--- config.mk ---
export PLATFORM = sky130hd
export DESIGN_NAME = food_spawn_ctrl_flat
export DESIGN_NICKNAME = d
export VERILOG_FILES = /design/src/rtl/food_spawn_ctrl_if.sv /design/src/rtl/food_spawn_ctrl.sv /design/src/flat_wrapper.sv
export SDC_FILE = /design/constraint.sdc
export NUM_CORES = 1
export LEC_CHECK = 0
export BUFFER_PORTS_ARGS = -buffer_cell sky130_fd_sc_hd__buf_2
export CAP_MARGIN = 10
export CORE_MARGIN = 2
export CORE_UTILIZATION = 46
export CTS_BUF_LIST = sky130_fd_sc_hd__clkbuf_4
export DETAILED_ROUTE_END_ITERATION = 8
export GPL_ROUTABILITY_DRIVEN = 0
export PLACE_DENSITY = 0.88
export SYNTH_ARGS = -nofsm -noshare
export SYNTH_HDL_FRONTEND = slang
export SYNTH_SLANG_ARGS = --single-unit
--- constraint.sdc ---
create_clock -name clk -period 1.6 [get_ports clk]
set_input_delay 0.08 -clock clk [delete_from_list [all_inputs] [get_ports clk]]
set_output_delay 0.08 -clock clk [all_outputs]
set_load 0.02 [all_outputs]
--- src/rtl/food_spawn_ctrl_if.sv ---
// Food request/delivery handshake between the players and the shared
// placement controller: level requests in, one-cycle ack plus cell out.
interface food_spawn_ctrl_if #(
    parameter int NUM_LEN = 10
);
    logic [1:0]         req;
    logic [1:0]         ack;
    logic [NUM_LEN-1:0] new_food;

    // Player side drives requests and consumes the delivered cell.
    modport master (
        output req,
        input  ack,
        input  new_food
    );

    // Controller side consumes requests and delivers cells.
    modport slave (
        input  req,
        output ack,
        output new_food
    );
endinterface

--- src/rtl/food_spawn_ctrl.sv ---
// Shared food-placement sequencer. Round-robin arbitration between the two
// players, samples the free-running LFSR, rejects off-board cells and the
// current foods, then walks both snakes one segment per cycle before
// delivering an unoccupied cell with a one-cycle ack.
module food_spawn_ctrl #(
    parameter int MAX_LEN         = 16,
    parameter int NUM_LEN         = 10,
    parameter int MAX_LEN_BIT_LEN = 4,
    parameter int WIDTH           = 32,
    parameter int HEIGHT          = 24,
    parameter int MAX_TRIES       = 8
) (
    input  logic                       clk,
    input  logic                       rst,
    food_spawn_ctrl_if.slave           bus,
    input  logic [NUM_LEN-1:0]         rand_in,
    input  logic [NUM_LEN-1:0]         food1,
    input  logic [NUM_LEN-1:0]         food2,
    output logic [MAX_LEN_BIT_LEN-1:0] seg_idx,
    input  logic [NUM_LEN-1:0]         seg1,
    input  logic [NUM_LEN-1:0]         seg2,
    output logic                       busy,
    output logic                       starved
);

    localparam int TRY_W = $clog2(MAX_TRIES + 1);
    // One extra bit so the board size is representable for any NUM_LEN.
    localparam logic [NUM_LEN:0]         CELLS    = (NUM_LEN + 1)'(WIDTH * HEIGHT);
    localparam logic [TRY_W-1:0]         TRY_MAX  = TRY_W'(MAX_TRIES);
    localparam logic [MAX_LEN_BIT_LEN-1:0] LAST_IDX = MAX_LEN_BIT_LEN'(MAX_LEN - 1);

    typedef enum logic [1:0] {
        IDLE   = 2'd0,
        SAMPLE = 2'd1,
        CHECK  = 2'd2,
        DONE   = 2'd3
    } state_t;

    state_t                     state_q,    state_d;
    logic                       gnt_q,      gnt_d;
    logic                       last_gnt_q, last_gnt_d;
    logic [NUM_LEN-1:0]         cand_q,     cand_d;
    logic [MAX_LEN_BIT_LEN-1:0] seg_idx_q,  seg_idx_d;
    logic [TRY_W-1:0]           tries_q,    tries_d;
    logic [1:0]                 ack_q,      ack_d;
    logic [NUM_LEN-1:0]         new_food_q, new_food_d;
    logic                       busy_q,     busy_d;
    logic                       starved_q,  starved_d;

    logic                       sample_bad_s;
    logic                       seg_hit_s;
    logic [TRY_W-1:0]           tries_inc_s;

    // Candidate screening and saturating try counter increment.
    always_comb begin
        sample_bad_s = ({1'b0, rand_in} >= CELLS) || (rand_in == food1) || (rand_in == food2);
        seg_hit_s    = (cand_q == seg1) || (cand_q == seg2);
        if (tries_q < TRY_MAX) begin
            tries_inc_s = tries_q + TRY_W'(1);
        end else begin
            tries_inc_s = tries_q;
        end
    end

    // Next-state and next-output computation for the placement sequencer.
    always_comb begin
        state_d    = state_q;
        gnt_d      = gnt_q;
        last_gnt_d = last_gnt_q;
        cand_d     = cand_q;
        seg_idx_d  = seg_idx_q;
        tries_d    = tries_q;
        ack_d      = 2'b00;
        new_food_d = new_food_q;

        case (state_q)
            IDLE: begin
                if (bus.req != 2'b00) begin
                    if (bus.req == 2'b11) begin
                        gnt_d = ~last_gnt_q;
                    end else begin
                        gnt_d = bus.req[1];
                    end
                    state_d = SAMPLE;
                end else begin
                    state_d = IDLE;
                end
            end
            SAMPLE: begin
                cand_d = rand_in;
                if (sample_bad_s) begin
                    tries_d = tries_inc_s;
                    state_d = SAMPLE;
                end else begin
                    seg_idx_d = '0;
                    state_d   = CHECK;
                end
            end
            CHECK: begin
                if (seg_hit_s) begin
                    // Occupied: draw a fresh sample, scan restarts from index 0.
                    tries_d = tries_inc_s;
                    state_d = SAMPLE;
                end else if (seg_idx_q == LAST_IDX) begin
                    new_food_d = cand_q;
                    state_d    = DONE;
                end else begin
                    seg_idx_d = seg_idx_q + MAX_LEN_BIT_LEN'(1);
                    state_d   = CHECK;
                end
            end
            DONE: begin
                if (gnt_q) begin
                    ack_d = 2'b10;
                end else begin
                    ack_d = 2'b01;
                end
                last_gnt_d = gnt_q;
                tries_d    = '0;
                state_d    = IDLE;
            end
            default: begin
                state_d = IDLE;
            end
        endcase

        busy_d    = (state_d != IDLE);
        starved_d = (tries_d >= TRY_MAX);
    end

    // State and registered outputs; synchronous reset aborts any job silently.
    always_ff @(posedge clk) begin
        if (rst) begin
            state_q    <= IDLE;
            gnt_q      <= 1'b0;
            last_gnt_q <= 1'b1;
            cand_q     <= '0;
            seg_idx_q  <= '0;
            tries_q    <= '0;
            ack_q      <= 2'b00;
            new_food_q <= '0;
            busy_q     <= 1'b0;
            starved_q  <= 1'b0;
        end else begin
            state_q    <= state_d;
            gnt_q      <= gnt_d;
            last_gnt_q <= last_gnt_d;
            cand_q     <= cand_d;
            seg_idx_q  <= seg_idx_d;
            tries_q    <= tries_d;
            ack_q      <= ack_d;
            new_food_q <= new_food_d;
            busy_q     <= busy_d;
            starved_q  <= starved_d;
        end
    end

    assign bus.ack      = ack_q;
    assign bus.new_food = new_food_q;
    assign seg_idx      = seg_idx_q;
    assign busy         = busy_q;
    assign starved      = starved_q;

endmodule

--- src/flat_wrapper.sv ---
// flat-port wrapper written by rule: the top's interface ports become plain ports
module food_spawn_ctrl_flat 
#(
    parameter int MAX_LEN         = 16,
    parameter int NUM_LEN         = 10,
    parameter int MAX_LEN_BIT_LEN = 4,
    parameter int WIDTH           = 32,
    parameter int HEIGHT          = 24,
    parameter int MAX_TRIES       = 8
)
  (clk, rst, rand_in, food1, food2, seg_idx, seg1, seg2, busy, starved, bus_req, bus_ack, bus_new_food);
  food_spawn_ctrl_if #(.NUM_LEN(NUM_LEN)) bus_i ();
  input  logic clk;
  input  logic rst;
  input  logic [NUM_LEN-1:0] rand_in;
  input  logic [NUM_LEN-1:0] food1;
  input  logic [NUM_LEN-1:0] food2;
  output logic [MAX_LEN_BIT_LEN-1:0] seg_idx;
  input  logic [NUM_LEN-1:0] seg1;
  input  logic [NUM_LEN-1:0] seg2;
  output logic busy;
  output logic starved;
  input wire logic [$bits(bus_i.req)-1:0] bus_req;
  output wire logic [$bits(bus_i.ack)-1:0] bus_ack;
  output wire logic [$bits(bus_i.new_food)-1:0] bus_new_food;
  assign bus_i.req = bus_req;
  assign bus_ack = bus_i.ack;
  assign bus_new_food = bus_i.new_food;
  food_spawn_ctrl #(.MAX_LEN(MAX_LEN), .NUM_LEN(NUM_LEN), .MAX_LEN_BIT_LEN(MAX_LEN_BIT_LEN), .WIDTH(WIDTH), .HEIGHT(HEIGHT), .MAX_TRIES(MAX_TRIES)) u_core (.clk(clk), .rst(rst), .bus(bus_i), .rand_in(rand_in), .food1(food1), .food2(food2), .seg_idx(seg_idx), .seg1(seg1), .seg2(seg2), .busy(busy), .starved(starved));
endmodule
==> summary.txt <==
Timing
  – Final clock skew: approximately 9.6 ps
  – Normalized max-slew margin: between 60% and 70%
  – Post-route clock period utilization: 118.8%
  – Final-report hold violation count: 0
  – Total negative setup slack: -5048 ps
  – RSZ-0062 raised after global routing: yes
  – F_max: around 530 MHz
  – Min Tclk post-route: around 1900 ps
  – Number of setup violations in the final report: 21
  – Least setup slack across all paths after layout: -300.0 ps
  – Worst slew pin tran: 507.5 ps
  – Final max-slew violation count: 0

Finish
  – Area growth from synthesis to layout: 49.87%
  – Area occupied by multi-input gates: about 0.0013 sq mm
  – Sequential cell area: roughly 730 sq um
  – Net total in the final layout: ~380
  – Filler Cell Count: between 200 and 300
  – Diode insertion count for antenna repair: 0
  – Share of cells above drive strength 1: a little under half

Logic synthesis
  – Synth top area share: between 30% and 40%
  – Async set-reset flop share out of synthesis: 0%
  – Ys Warns: 0
  – Gate count after technology mapping: approximately 220
  – Post-synth net total: around 280
  – Synthesized flop and latch total: 35
  – Average footprint of a synthesized cell: 8.526 sq um
  – Dominant cells by area after synthesis: sky130_fd_sc_hd__dfxtp_1, sky130_fd_sc_hd__xor2_1, sky130_fd_sc_hd__nand2_1
  – Prevailing post-synth register cell: sky130_fd_sc_hd__dfxtp_1
  – Share of the yosys chip area belonging to registers: 37.18%
  – Distinct cell type count of the synthesized netlist: 41
  – Post-synth EDFFs: 0
  – Combined area of all synthesized cells: 0.001884 sq mm
  – Most area-hungry cell type in the Yosys netlist: sky130_fd_sc_hd__dfxtp_1

Global route
  – Antenna violations before repair: 0
  – Met3 Resource Use GR: approximately 7.1%
  – Met2 capacity usage during global routing: 47.33%
  – GR peak layer: met2
  – Via count of the first global-routing pass: about 2.1k
  – Wire length of the first global-routing pass: 9011 um
  – Pin count of the biggest net entering global routing: 30
  – Fraction of met1 tracks used by global routing: 28.72%
  – Global-route congestion overflow total: 0
  – Combined global-route utilization of all metal layers: between 20 and 30%

Placed design
  – IO buf count: 71
  – HPWL after detailed placement: approximately 4000 um

Detailed routing
  – Router iterations before antenna repair: 6
  – Via count of the routed design: 2,116
  – Routed length per placed instance: 16.26 um
  – Total length of routed wires: 6082 um
  – Detailed-route DRC error count: 0
  – DRC violation total after the first TritonRoute iteration: between 150 and 200
  – Via density per instance: between 5 and 6
  – Number of nets with antenna violations after detailed routing: 0

Worst setup path
  – Kind of start point of the critical path: register
  – Worst Path Class, Setup: reg2reg
  – Data required time of the critical path: ~1800 ps
  – Critical Path Fanout Max: 4
  – Cell type group with the largest total delay on the critical path: simple AND/OR/NAND/NOR gates
  – Highest-delay cell along the critical path: sky130_fd_sc_hd__nor4bb_2
  – Data arrival time of the critical path: 2120 ps
  – Cell-by-cell listing of the critical path: xnor2_2 > nand4_1 > nor4bb_2 > buf_4 > nor3_4 > o311ai_2 > o211ai_1
  – Buf/Inv on CP: 1
  – Crit-path max cell delay: ~400 ps
  – Crit end category: register

Pwr
  – Power per Cell Area: 709.7 mW/mm^2
  – Total power: 2.004 mW
  – Worst IR Drop VDD: 0.5726 mV
  – P_leak: between 1 and 1.5 nW

Run status
  – Run status: finished with violations
  – Violated checks: setup timing

Min path
  – Min-delay worst type: in2reg

Flow run
  – Maximum Capacitance Violations: 0

Die
  – Die outline height: slightly below 70 um
  – Die width: 68 um
  – Number of top-level pins: between 70 and 80
  – Starting density of the core: between 40% and 50%
  – Core Footprint: between 0.003 and 0.004 sq mm
  – Die Footprint: roughly 0.0046 sq mm
  – Number of placement rows: 23

Clock tree
  – Clock Path Buffers: 2
  – Insertion delay of the later-clocked pin in the worst-skew pair: around 350 ps
  – Clock root buffer: sky130_fd_sc_hd__clkbuf_4
  – TritonCTS Sinks: 35
  – Htree depth: 2
  – Total clock buffers created by CTS: 5
  – Clock-pin slew of the registers on the worst-case setup and hold paths: 110 ps
  – TritonCTS clock tree: yes
==> cells in the mapped netlist, types with 2 or more instances <==
cell,number
sky130_fd_sc_hd__nand4_1,3
sky130_fd_sc_hd__mux2i_1,10
sky130_fd_sc_hd__o311ai_0,3
sky130_fd_sc_hd__o211ai_1,3
sky130_fd_sc_hd__nor2_1,20
sky130_fd_sc_hd__ha_1,2
sky130_fd_sc_hd__xnor2_1,11
sky130_fd_sc_hd__a21oi_1,14
sky130_fd_sc_hd__xor2_1,30
sky130_fd_sc_hd__buf_2,2
sky130_fd_sc_hd__nor3_1,6
sky130_fd_sc_hd__nand2b_1,2
sky130_fd_sc_hd__nand2_1,30
sky130_fd_sc_hd__dfxtp_1,35
sky130_fd_sc_hd__clkbuf_1,5
sky130_fd_sc_hd__o21ai_0,5
sky130_fd_sc_hd__a32oi_1,2
sky130_fd_sc_hd__o2111ai_1,2
sky130_fd_sc_hd__nor4_1,7
sky130_fd_sc_hd__nand3_1,8
==> cells in the final DEF (no fill, tap or decap), types with 5 or more instances in the layout <==
| cell type | n |
|---|---|
| sky130_fd_sc_hd__buf_2 | 71 |
| sky130_fd_sc_hd__xnor2_1 | 8 |
| sky130_fd_sc_hd__dfxtp_2 | 6 |
| sky130_fd_sc_hd__dfxtp_4 | 5 |
| sky130_fd_sc_hd__buf_4 | 30 |
| sky130_fd_sc_hd__dfxtp_1 | 24 |
| sky130_fd_sc_hd__a21oi_1 | 12 |
| sky130_fd_sc_hd__nand2_1 | 29 |
| sky130_fd_sc_hd__nand3_1 | 6 |
| sky130_fd_sc_hd__mux2i_1 | 10 |
| sky130_fd_sc_hd__nor3_1 | 5 |
| sky130_fd_sc_hd__nor2_1 | 18 |
| sky130_fd_sc_hd__xor2_1 | 28 |
| sky130_fd_sc_hd__clkbuf_4 | 5 |
==> layer usage <==
metal  wire, um  vias to the layer above
met5          0                        -
met4        312                        0
met3        466                       34
met2       3132                      126
met1       2170                      976
li1           -                      980
==> cells by family after synthesis <==
kind of cell | Yosys count | share of synthesized area (%)
compound gates | 35 | 12.35
mux | 10 | 5.312
simple gates | 87 | 22.38
buf+inv | 11 | 2.390
xor+xnor | 41 | 19.06
fa+ha+maj | 2 | 1.328
flops | 35 | 37.18
==> report_power, final <==
part	leakage [nW]	internal (mW)	switching (mW)
combinational	0.867	0.210	0.230
clock	0.0426	0.321	0.306
sequential	0.290	0.899	0.0381
total	1.20	1.43	0.574
==> final timing paths <==
kind | from | end | slack, ps | cells after the start
max | u_core.cand_q[2]$_SDFFE_PP0P_ | register | -300 | 7
min | rand_in[6] | u_core.cand_q[6]$_SDFFE_PP0P_ | 20 | 3
max reg2reg | u_core.cand_q[2]$_SDFFE_PP0P_ | register | -300 | 7
min reg2reg | u_core.gnt_q$_SDFFE_PP0P_ | u_core.bus.ack[0]$_SDFF_PP0_ | 490 | 1
==> area by class of cell <==
cell class / count / share of cell area, %
flip-flops and latches: 35 / 25.74
multi-input cells: 175 / 47.36
clock buffers: 5 / 1.329
clock inverters: 3 / 1.374
well taps: 50 / 2.215
inverters: 2 / 0.2658
repair buffers: 104 / 21.71
==> metrics by stage <==
step	hold WS [ps]	setup WS, ps	area, sq um	utilization, %	std cells
detailed placement	368.2	-256.9	2482	62.51	358
CTS	0.4755	-191.0	2725	68.62	373
floorplan	208.4	-12.77	1898	-	221
global placement	360.1	-227.7	2482	62.51	358
finish	17.37	-300.0	2824	71.11	374
global route	24.89	-429.4	2824	71.11	374
==> what timing repair did <==
| item | CTS | global route |
|---|---|---|
| hold buffers | 1 | 0 |
| buffers inserted | 6 | 2 |
| pin swaps | 14 | 14 |
| setup endpoints to repair | 21 | 21 |
| resized for setup | 26 | 18 |
| endpoints found under the hold margin | 1 | 0 |
==> tightest hold or removal path: cells and delay by family <==
family | cells | cell delay (ps)
AOI/OAI and AO/OA | 1 | 60
buffers and inverters | 1 | 120
and+or+nand+nor | 1 | 70
(Power assumes the default switching activity.)
